<file path="config.mk">
export PLATFORM = sky130hd
export DESIGN_NAME = mem_access_unit
export DESIGN_NICKNAME = d
export VERILOG_FILES = /design/src/rtl/mem_pkg.sv /design/src/rtl/mem_access_unit_lane_extract_merge.sv /design/src/rtl/mem_access_unit.sv
export SDC_FILE = /design/constraint.sdc
export NUM_CORES = 1
export LEC_CHECK = 0
export CAP_MARGIN = 20
export CORE_ASPECT_RATIO = 0.75
export CORE_MARGIN = 2
export CORE_UTILIZATION = 52
export CTS_CLUSTER_DIAMETER = 30
export DETAILED_ROUTE_END_ITERATION = 16
export HOLD_SLACK_MARGIN = 0.12
export PLACE_DENSITY_LB_ADDON = 0.2
export SETUP_SLACK_MARGIN = 0.2
export SLEW_MARGIN = 20
export SYNTH_ARGS = -nofsm -noshare
export SYNTH_HDL_FRONTEND = slang
export SYNTH_SLANG_ARGS = --single-unit
</file>
<file path="constraint.sdc">
create_clock -name clk -period 2.51 [get_ports clk]
set_input_delay 0.502 -clock clk [delete_from_list [all_inputs] [get_ports clk]]
set_output_delay 0.502 -clock clk [all_outputs]
set_load 0.01 [all_outputs]
</file>
<file path="src/rtl/mem_pkg.sv">
// Shared encodings for the MEM-stage load/store front end.
package mem_pkg;

    localparam logic [1:0] SZ_BYTE = 2'b00;
    localparam logic [1:0] SZ_HALF = 2'b01;
    localparam logic [1:0] SZ_WORD = 2'b10;
    localparam logic [1:0] SZ_RSVD = 2'b11;

    typedef enum logic [1:0] {
        IDLE = 2'b00,
        RD   = 2'b01,
        WR   = 2'b10,
        RESP = 2'b11
    } state_e;

endpackage

</file>
<file path="src/rtl/mem_access_unit_lane_extract_merge.sv">
// Little-endian lane handling: extracts and extends a load value from a word
// and merges sub-word store data into a word.
module lane_extract_merge
    import mem_pkg::*;
(
    input  logic [31:0] word,
    input  logic [1:0]  lane,
    input  logic [1:0]  size,
    input  logic        unsigned_ld,
    input  logic [31:0] new_data,
    output logic [31:0] load_value,
    output logic [31:0] merged
);

    logic [4:0]  byte_sh;
    logic [4:0]  half_sh;
    logic [7:0]  byte_val;
    logic [15:0] half_val;
    logic [31:0] byte_mask;
    logic [31:0] half_mask;

    assign byte_sh   = {lane, 3'b000};
    assign half_sh   = {lane[1], 4'b0000};
    assign byte_val  = 8'(word >> byte_sh);
    assign half_val  = 16'(word >> half_sh);
    assign byte_mask = 32'h0000_00FF << byte_sh;
    assign half_mask = 32'h0000_FFFF << half_sh;

    // Reserved size behaves exactly like a word access.
    always_comb begin
        load_value = word;
        merged     = new_data;
        case (size)
            SZ_BYTE: begin
                load_value = unsigned_ld ? {24'h0, byte_val} : {{24{byte_val[7]}}, byte_val};
                merged     = (word & ~byte_mask) | ((32'(new_data[7:0]) << byte_sh) & byte_mask);
            end
            SZ_HALF: begin
                load_value = unsigned_ld ? {16'h0, half_val} : {{16{half_val[15]}}, half_val};
                merged     = (word & ~half_mask) | ((32'(new_data[15:0]) << half_sh) & half_mask);
            end
            default: ;
        endcase
    end

endmodule

</file>
<file path="src/rtl/mem_access_unit.sv">
// MEM-stage load/store front end: turns byte/half/word requests into aligned
// word accesses, with read-modify-write for sub-word stores.
module mem_access_unit
    import mem_pkg::*;
#(
    parameter int unsigned MEM_WORDS = 64,
    parameter int unsigned ADDR_W    = 32
) (
    input  logic              clk,
    input  logic              reset,
    input  logic              req_valid,
    output logic              req_ready,
    input  logic              req_write,
    input  logic [1:0]        req_size,
    input  logic              req_unsigned,
    input  logic [ADDR_W-1:0] req_addr,
    input  logic [31:0]       req_wdata,
    output logic              load_valid,
    output logic [31:0]       load_data,
    output logic              access_err,
    output logic              mem_read,
    output logic              mem_write,
    output logic [31:0]       mem_addr,
    output logic [31:0]       mem_wdata,
    input  logic [31:0]       mem_rdata
);

    localparam int unsigned IDX_W = ADDR_W - 2;

    state_e            state;
    state_e            state_next;
    logic              accept;
    logic              req_err;
    logic              req_sub;
    logic              cap_sub;
    logic [ADDR_W-1:0] cap_addr;
    logic [31:0]       cap_wdata;
    logic [1:0]        cap_size;
    logic              cap_unsigned;
    logic              cap_write;
    logic [31:0]       merged_q;
    logic [31:0]       ext_value;
    logic [31:0]       merge_value;

    assign req_ready = (state == IDLE) && !reset;
    assign accept    = req_valid && req_ready;
    assign req_sub   = (req_size == SZ_BYTE) || (req_size == SZ_HALF);
    assign cap_sub   = (cap_size == SZ_BYTE) || (cap_size == SZ_HALF);

    // Misalignment or an index past the end of memory rejects the request.
    always_comb begin
        req_err = (req_addr[ADDR_W-1:2] >= IDX_W'(MEM_WORDS));
        case (req_size)
            SZ_BYTE: ;
            SZ_HALF: if (req_addr[0]) req_err = 1'b1;
            default: if (req_addr[1:0] != 2'b00) req_err = 1'b1;
        endcase
    end

    lane_extract_merge u_lane (
        .word        (mem_rdata),
        .lane        (cap_addr[1:0]),
        .size        (cap_size),
        .unsigned_ld (cap_unsigned),
        .new_data    (cap_wdata),
        .load_value  (ext_value),
        .merged      (merge_value)
    );

    always_ff @(posedge clk) begin
        if (reset) state <= IDLE;
        else       state <= state_next;
    end

    always_comb begin
        state_next = state;
        case (state)
            IDLE: begin
                if (accept && !req_err) begin
                    if (!req_write || req_sub) state_next = RD;
                    else                       state_next = WR;
                end
            end
            RD:      state_next = cap_write ? WR : RESP;
            WR:      state_next = IDLE;
            RESP:    state_next = IDLE;
            default: state_next = IDLE;
        endcase
    end

    // Memory strobes decode straight from state so the access lands in-cycle.
    always_comb begin
        mem_read  = 1'b0;
        mem_write = 1'b0;
        mem_addr  = 32'h0;
        mem_wdata = 32'h0;
        if (!reset) begin
            case (state)
                RD: begin
                    mem_read = 1'b1;
                    mem_addr = 32'({cap_addr[ADDR_W-1:2], 2'b00});
                end
                WR: begin
                    mem_write = 1'b1;
                    mem_addr  = 32'({cap_addr[ADDR_W-1:2], 2'b00});
                    mem_wdata = cap_sub ? merged_q : cap_wdata;
                end
                default: ;
            endcase
        end
    end

    always_ff @(posedge clk) begin
        if (reset) begin
            load_valid   <= 1'b0;
            load_data    <= 32'h0;
            access_err   <= 1'b0;
            cap_addr     <= '0;
            cap_wdata    <= 32'h0;
            cap_size     <= SZ_BYTE;
            cap_unsigned <= 1'b0;
            cap_write    <= 1'b0;
            merged_q     <= 32'h0;
        end else begin
            load_valid <= (state == RESP);
            access_err <= accept && req_err;
            if (accept) begin
                cap_addr     <= req_addr;
                cap_wdata    <= req_wdata;
                cap_size     <= req_size;
                cap_unsigned <= req_unsigned;
                cap_write    <= req_write;
            end
            if (state == RD) begin
                if (cap_write) merged_q  <= merge_value;
                else           load_data <= ext_value;
            end
        end
    end

endmodule

</file>
==> flow_summary.toml, run 1 <==
[outcome]
status = "complete, no violations"

[clock_tree]
htreeDepth = 4
path_clk_slew_ps = 60
cts_hold_buf = 0
cts_tree = "done"
cts_buffer_depth = 2
cts_made_buffers = 17
clockRootBuffer = "clkbuf_16"
clock-sinks = 136
clkLatencyLatePin_ps = 420

[grt]
antenna_found_initial = 0
track_usage_pct = 31.4
grt-ovfl-total = 0
grt_pass1_vias = 6914
grt_pass1_wl_um = 36800
grt_max_degree = 98

[route]
ant_nets = 0
route.met3.wl_um = 2600
vias_per_cell = 5.72
drt_first_iter_violations = 764
dr.max_layer_used = "met4"
wl_per_cell_um = 18.3
drc = 0
m1WireLength_um = 10300
num_vias = 7422
wl_met2_um = 10400
first_pass_iters = 6
drt-total-wl_um = 23800

[yosys]
yosys.area_share.simple_pct = 27.2
ys.flop_type = "dfxtp_1"
synth_xor_xnor_area_share_pct = 0
synthMuxAreaShare_pct = 6.87
synthCells = 922
ys_types = 44
synth_seq_cells = 136
synth_top_family_by_area = "simple AND/OR/NAND/NOR gates"
synth_compound_area_share_pct = 21.2
postSynthAreaPerCell_um2 = 7.72
synth_fa_ha_area_share_pct = 0.703
synth_edf_count = 0
yosysWarnings = 0
synthArstFlopShare_pct = 0
yosysSeqAreaShare_pct = 38.2
synth_area_um2 = 7120

[floorplanning]
core_area_um2 = 13200
die_w_um = 139
row_count = 36
io_pins = 204
start_util_pct = 53.9
die_h_um = 105
die-area_um2 = 14700

[cells_and_area]
layout_common_cells = "148 x nand2_1, 135 x clkdlybuf4s50_1, 133 x dfxtp_1, 83 x o21ai_0, 79 x nor2_1"
final_cells = 1297
fillerInstances = 1002
syn2layout_area_growth_pct = 42.1
nets = 1221
stdcell_area_um2 = 10100
final_util_pct = 76.7
final_common_cell = "nand2_1"
antenna_cells = 0
drive_above_1_share_pct = 15.5

[job]
max_cap_violations = 0

[power]
internal_power_mw = 4.69
combPwrFrac_pct = 25.8
p_seq_share_pct = 38.3
power.density_nw_per_um2 = 666
p_clk_share_pct = 35.8
p_sw_share_pct = 30.3
ir_worst_vdd_mv = 0.504
power.switching_mw = 2.04
p_leak_nw = 3.92

[setup_path]
worst_ep_arrival_time_ps = 1970
r2r-start = "cap_size[1]"
cpPeakStageDelay_ps = 360
worstPathRequired_ps = 2010
path_cells = "inv_4 > ha_4 > nor2b_4 > buf_6 > buf_6 > buf_6 > and2_1 > buf_2"
criticalPathCategory = "reg2out"
worstSetupStartpointType = "flop"
crit_path_frequent_cell = "buf_6"
crit_slowest_cell = "dfxtp_2"
worstSetupEndpointType = "output port"
crit_start = "state[0]"
critPathMaxFanout = 5

[worst_hold_path]
min_from = "reset"
hp-class = "in2reg"

[place]
place_congestion = 0.917
portBuffers = 201
placed_cells = 1243
place_ws_ps = 125
postPlaceCellArea_um2 = 9300
hpwlAfterDp_um = 15700

[timing]
slew_viol_final = 0
worst_slack_ps = 41.5
fin_crit_ps = 2470
rsz0062_at_grt = "true"
finalSetupViolCount = 0
tightestPinTransition_ps = 839
finalHoldViolations = 0
max_freq_ghz = 0.405
maxSlewHeadroom_pct = 44.1
finClkSkew_ps = 9.32
setup_tns_ps = 0
fin_crit_sh_pct = 98.3
-- logic make-up after synthesis --
group | Yosys count
and+or+nand+nor | 403
AOI/OAI and AO/OA | 235
adders and majority gates | 4
DFF | 136
other | 1
muxes | 48
buffers and inverters | 95
-- area by class of cell --
cell class | count | area (um^2) | area share [%]
Timing Repair Buffer | 255 | 2490 | 24.6
Tap cell | 171 | 214 | 2.11
Multi-Input combinational cell | 692 | 4070 | 40.3
Clock buffer | 18 | 429 | 4.24
Clock inverter | 13 | 131 | 1.30
Sequential cell | 136 | 2730 | 27.0
Inverter | 12 | 47.5 | 0.470
-- Yosys cell counts, drive strengths merged, types with 2 or more instances --
cell type  count  area [um^2]
nand4          3         18.8
or2            6         37.5
a211o         20          175
o211ai         8         60.1
nand3         14         70.1
and2          32          200
dfxtp        136         2720
nand2b        72          450
nand3b         9         67.6
a22oi          7         52.6
o21ai         85          425
a221oi         2         17.5
and3           8         50.1
o2111ai        6         52.6
a21oi         46          234
nor2          80          308
clkbuf        52          196
mux2           7         78.8
ha             4         50.1
nor4           6         37.5
mux2i         41          410
nand2        149          562
buf           31          165
nor3          15         75.1
a211oi        37          328
o22ai         16          100
a31oi          2         12.5
o31ai          2         15.0
nor2b          8         50.1
inv           12         45.0
o221ai         3         26.3
-- power groups by stage --
stage | clock network, mW | registers [mW] | logic, mW
6_report | 2.41 | 2.58 | 1.74
3_5_place_dp | 0 | 2.63 | 1.56
5_1_grt | 2.51 | 2.61 | 1.87
4_1_cts | 2.42 | 2.57 | 1.66
3_3_place_gp | 0 | 2.61 | 1.53
2_1_floorplan | 0 | 2.59 | 0.901
-- routing by layer --
layer  vias to the layer above  global-route usage (%)
met3                        56                    7.95
met5                         -                       0
met4                         0                    10.5
met2                       421                    45.7
met1                      3381                    45.2
li1                       3564                       -
-- worst max-delay path: cells and delay by family, from the launching register on --
family                     cells  cell delay (ps)
buffers and inverters          5              520
DFF                            1              360
adders and majority gates      1              250
and+or+nand+nor                2              410
-- metrics by stage --
stage | hold slack [ps] | total power, mW
after floorplan | 436 | 3.49
after global placement | 441 | 4.14
after detailed placement | 449 | 4.19
after CTS | 416 | 6.65
after global routing | 467 | 6.99
final | 435 | 6.73
-- flip-flops by register name (all words and copies together), names as in the netlist --
name	cells
cap_addr	32
cap_wdata	32
load_data	32
merged_q	32
cap_size	2
state	2
access_err	1
cap_unsigned	1
cap_write	1
load_valid	1
-- path summary, 6_finish.rpt --
kind	to	slack, ps	depth (start not counted)
hold / removal	access_err	430	4
hold reg to reg	merged_q[17]	450	2
setup / recovery	mem_addr[5]	40	8
setup reg to reg	load_data[17]	470	7
-- repair_timing --
| action | CTS | global route |
|---|---|---|
| buffers inserted | 19 | 0 |
| pin swaps | 0 | 16 |
| cloned | 4 | 0 |
| resized for setup | 175 | 61 |
| setup endpoints to repair | 65 | 46 |
No activity file was read; power rests on OpenSTA's default activity.
==> run 2, diff against run 1 <==
--- a/config.mk
+++ b/config.mk
@@ -8,7 +8,7 @@
 export CAP_MARGIN = 20
 export CORE_ASPECT_RATIO = 0.75
 export CORE_MARGIN = 2
-export CORE_UTILIZATION = 52
+export CORE_UTILIZATION = 44
 export CTS_CLUSTER_DIAMETER = 30
 export DETAILED_ROUTE_END_ITERATION = 16
 export HOLD_SLACK_MARGIN = 0.12
==> constraint.sdc (replaced) <==
create_clock -name clk -period 2.04 [get_ports clk]
set_input_delay 0.408 -clock clk [delete_from_list [all_inputs] [get_ports clk]]
set_output_delay 0.408 -clock clk [all_outputs]
set_load 0.01 [all_outputs]
==> run 2 against run 1 <==
The run now ends with setup timing left. Setup slack got worse by 180 ps. Utilization decreased by 7.8 points. Via count increased by 0.96%. Sequential cell count unchanged. Critical path type unchanged. Clock power rose by 36%. Hold slack gained 18 ps. Die area increased by 18%. Critical path depth shrank 1. Routed wire length rose by 3.6%. First-iteration DRC count increased by 15%. Clock skew down 2.7 ps. Final cell count increased by 5.3%. Largest power group is now clock.
==> flow_summary.toml, run 2 (synthesis gave the netlist of run 1 again) <==
[cells_and_area]
syn2layout_area_growth_pct = 54.0
fillerInstances = 1357
drive_above_1_share_pct = 25.0
nets = 1250
stdcell_area_um2 = 11000
final_common_cell = "nand2_1"
antenna_cells = 0
multi_input_area_um2 = 4340
register_area_um2 = 2730
layout_common_cells = "147 x nand2_1, 135 x clkdlybuf4s50_1, 131 x dfxtp_1, 83 x o21ai_0, 70 x nand2b_1"

[power]
p_sw_share_pct = 29.8
p_seq_share_pct = 36.2
total_power_mw = 8.75
power.switching_mw = 2.61
p_clk_share_pct = 37.4
p_leak_nw = 4.10
internal_power_mw = 6.14
combPwrFrac_pct = 26.3
power.density_nw_per_um2 = 798
ir_worst_vdd_mv = 0.623

[route]
ant_nets = 0
vias_per_cell = 5.49
first_pass_iters = 5
drc = 0
wl_per_cell_um = 18.0
num_vias = 7493
drt_first_iter_violations = 875
drt-total-wl_um = 24700

[floorplanning]
core_area_um2 = 15900
die_w_um = 151
die-area_um2 = 17200
io_pins = 204
die_h_um = 114
row_count = 40
start_util_pct = 44.7

[timing]
finalHoldViolations = 0
worst_slack_ps = -140
tightestPinTransition_ps = 633
fin_crit_ps = 2180
fin_crit_sh_pct = 107
max_freq_ghz = 0.459
setup_tns_ps = -4830
slew_viol_final = 0
finClkSkew_ps = 6.60
finalSetupViolCount = 54
rsz0062_at_grt = "true"
maxSlewHeadroom_pct = 57.8

[grt]
grt_pass1_vias = 6745
use_met3_pct = 7.05
track_usage_pct = 28.2
grt_use_met2_pct = 40.4
grt_busiest_layer = "met1"
grt-ovfl-total = 0
grt_max_degree = 70
gr-usage-met1_pct = 41.2
antenna_found_initial = 0
grt_pass1_wl_um = 37500

[outcome]
status = "finished with violations"
violations = "setup timing"

[place]
postPlaceCellArea_um2 = 9640
hpwlAfterDp_um = 16500
place_congestion = 0.978
portBuffers = 201
place_ws_ps = -324

[setup_path]
r2r_slack_ps = 270
r2r-start = "cap_size[1]"
rr_worst_depth = 7
worstSetupStartpointType = "flop"
worstSetupEndpointType = "output port"
rr_endpoint = "load_data[11]"
critPathMaxFanout = 7
crit_start = "state[0]"
worst_ep_arrival_time_ps = 1770
endpoint = "mem_addr[31]"
criticalPathCategory = "reg2out"
worstPathRequired_ps = 1630

[job]
max_cap_violations = 0

[clock_tree]
htreeDepth = 4
cts_tree = "done"
clockRootBuffer = "clkbuf_16"
path_clk_slew_ps = 60
clock-sinks = 136
clkLatencyLatePin_ps = 430
cts_made_buffers = 17
cts_buffer_depth = 2
cts_hold_buf = 0

[worst_hold_path]
hp-class = "reg2reg"
hold_depth = 2
## run 2: metrics by stage
step	util [%]	hold slack, ps	instances
after global routing	68.9	474	1366
after detailed placement	60.6	446	1312
after global placement	60.6	441	1312
after floorplan	-	436	923
final	68.9	453	1366
after CTS	65.6	425	1358
## run 2: critical path, stage by stage (launching register included)
cell,delay (ps)
dfxtp_2,330
inv_2,60
ha_4,250
nor2b_4,180
buf_12,150
clkbuf_16,150
and2_4,130
buf_6,90
## run 2: layout make-up
cell class                 instances  area share, %
inverter                          12          0.434
multi-input combinational        692           39.6
tap                              210           2.40
clock buffer                      17           3.88
timing repair buffer             284           27.0
sequential                       136           24.9
clock inverter                    15           1.81
## run 2: repair_timing
item / in CTS / in global routing
setup buffers: 10 / 6
gates cloned: 4 / 2
resized for setup: 327 / 99
pin swaps: 30 / 24
endpoints found under the setup margin: 82 / 75
## run 2: metal layers
layer,up-vias,share of wire (%)
li1,3631,-
met1,3449,46
met5,-,0
met4,0,2.5
met2,349,42
met3,64,8.9
## run 2: worst min-delay path by stage
stage	startpoint	to	slack [ps]
floorplan	merged_q[10]	merged_q[10]	440
global placement	merged_q[11]	merged_q[11]	440
detailed placement	merged_q[11]	merged_q[11]	450
CTS	reset	access_err	430
global route	load_data[1]	load_data[1]	470
finish	merged_q[17]	merged_q[17]	450
## run 2: power groups by stage
stage / clock [mW] / sequential [mW] / combinational [mW]
6_report: 3.28 / 3.17 / 2.31
4_1_cts: 3.32 / 3.16 / 2.19
3_5_place_dp: 0 / 3.21 / 2.06
2_1_floorplan: 0 / 3.18 / 1.11
3_3_place_gp: 0 / 3.20 / 2.04
5_1_grt: 3.45 / 3.20 / 2.48
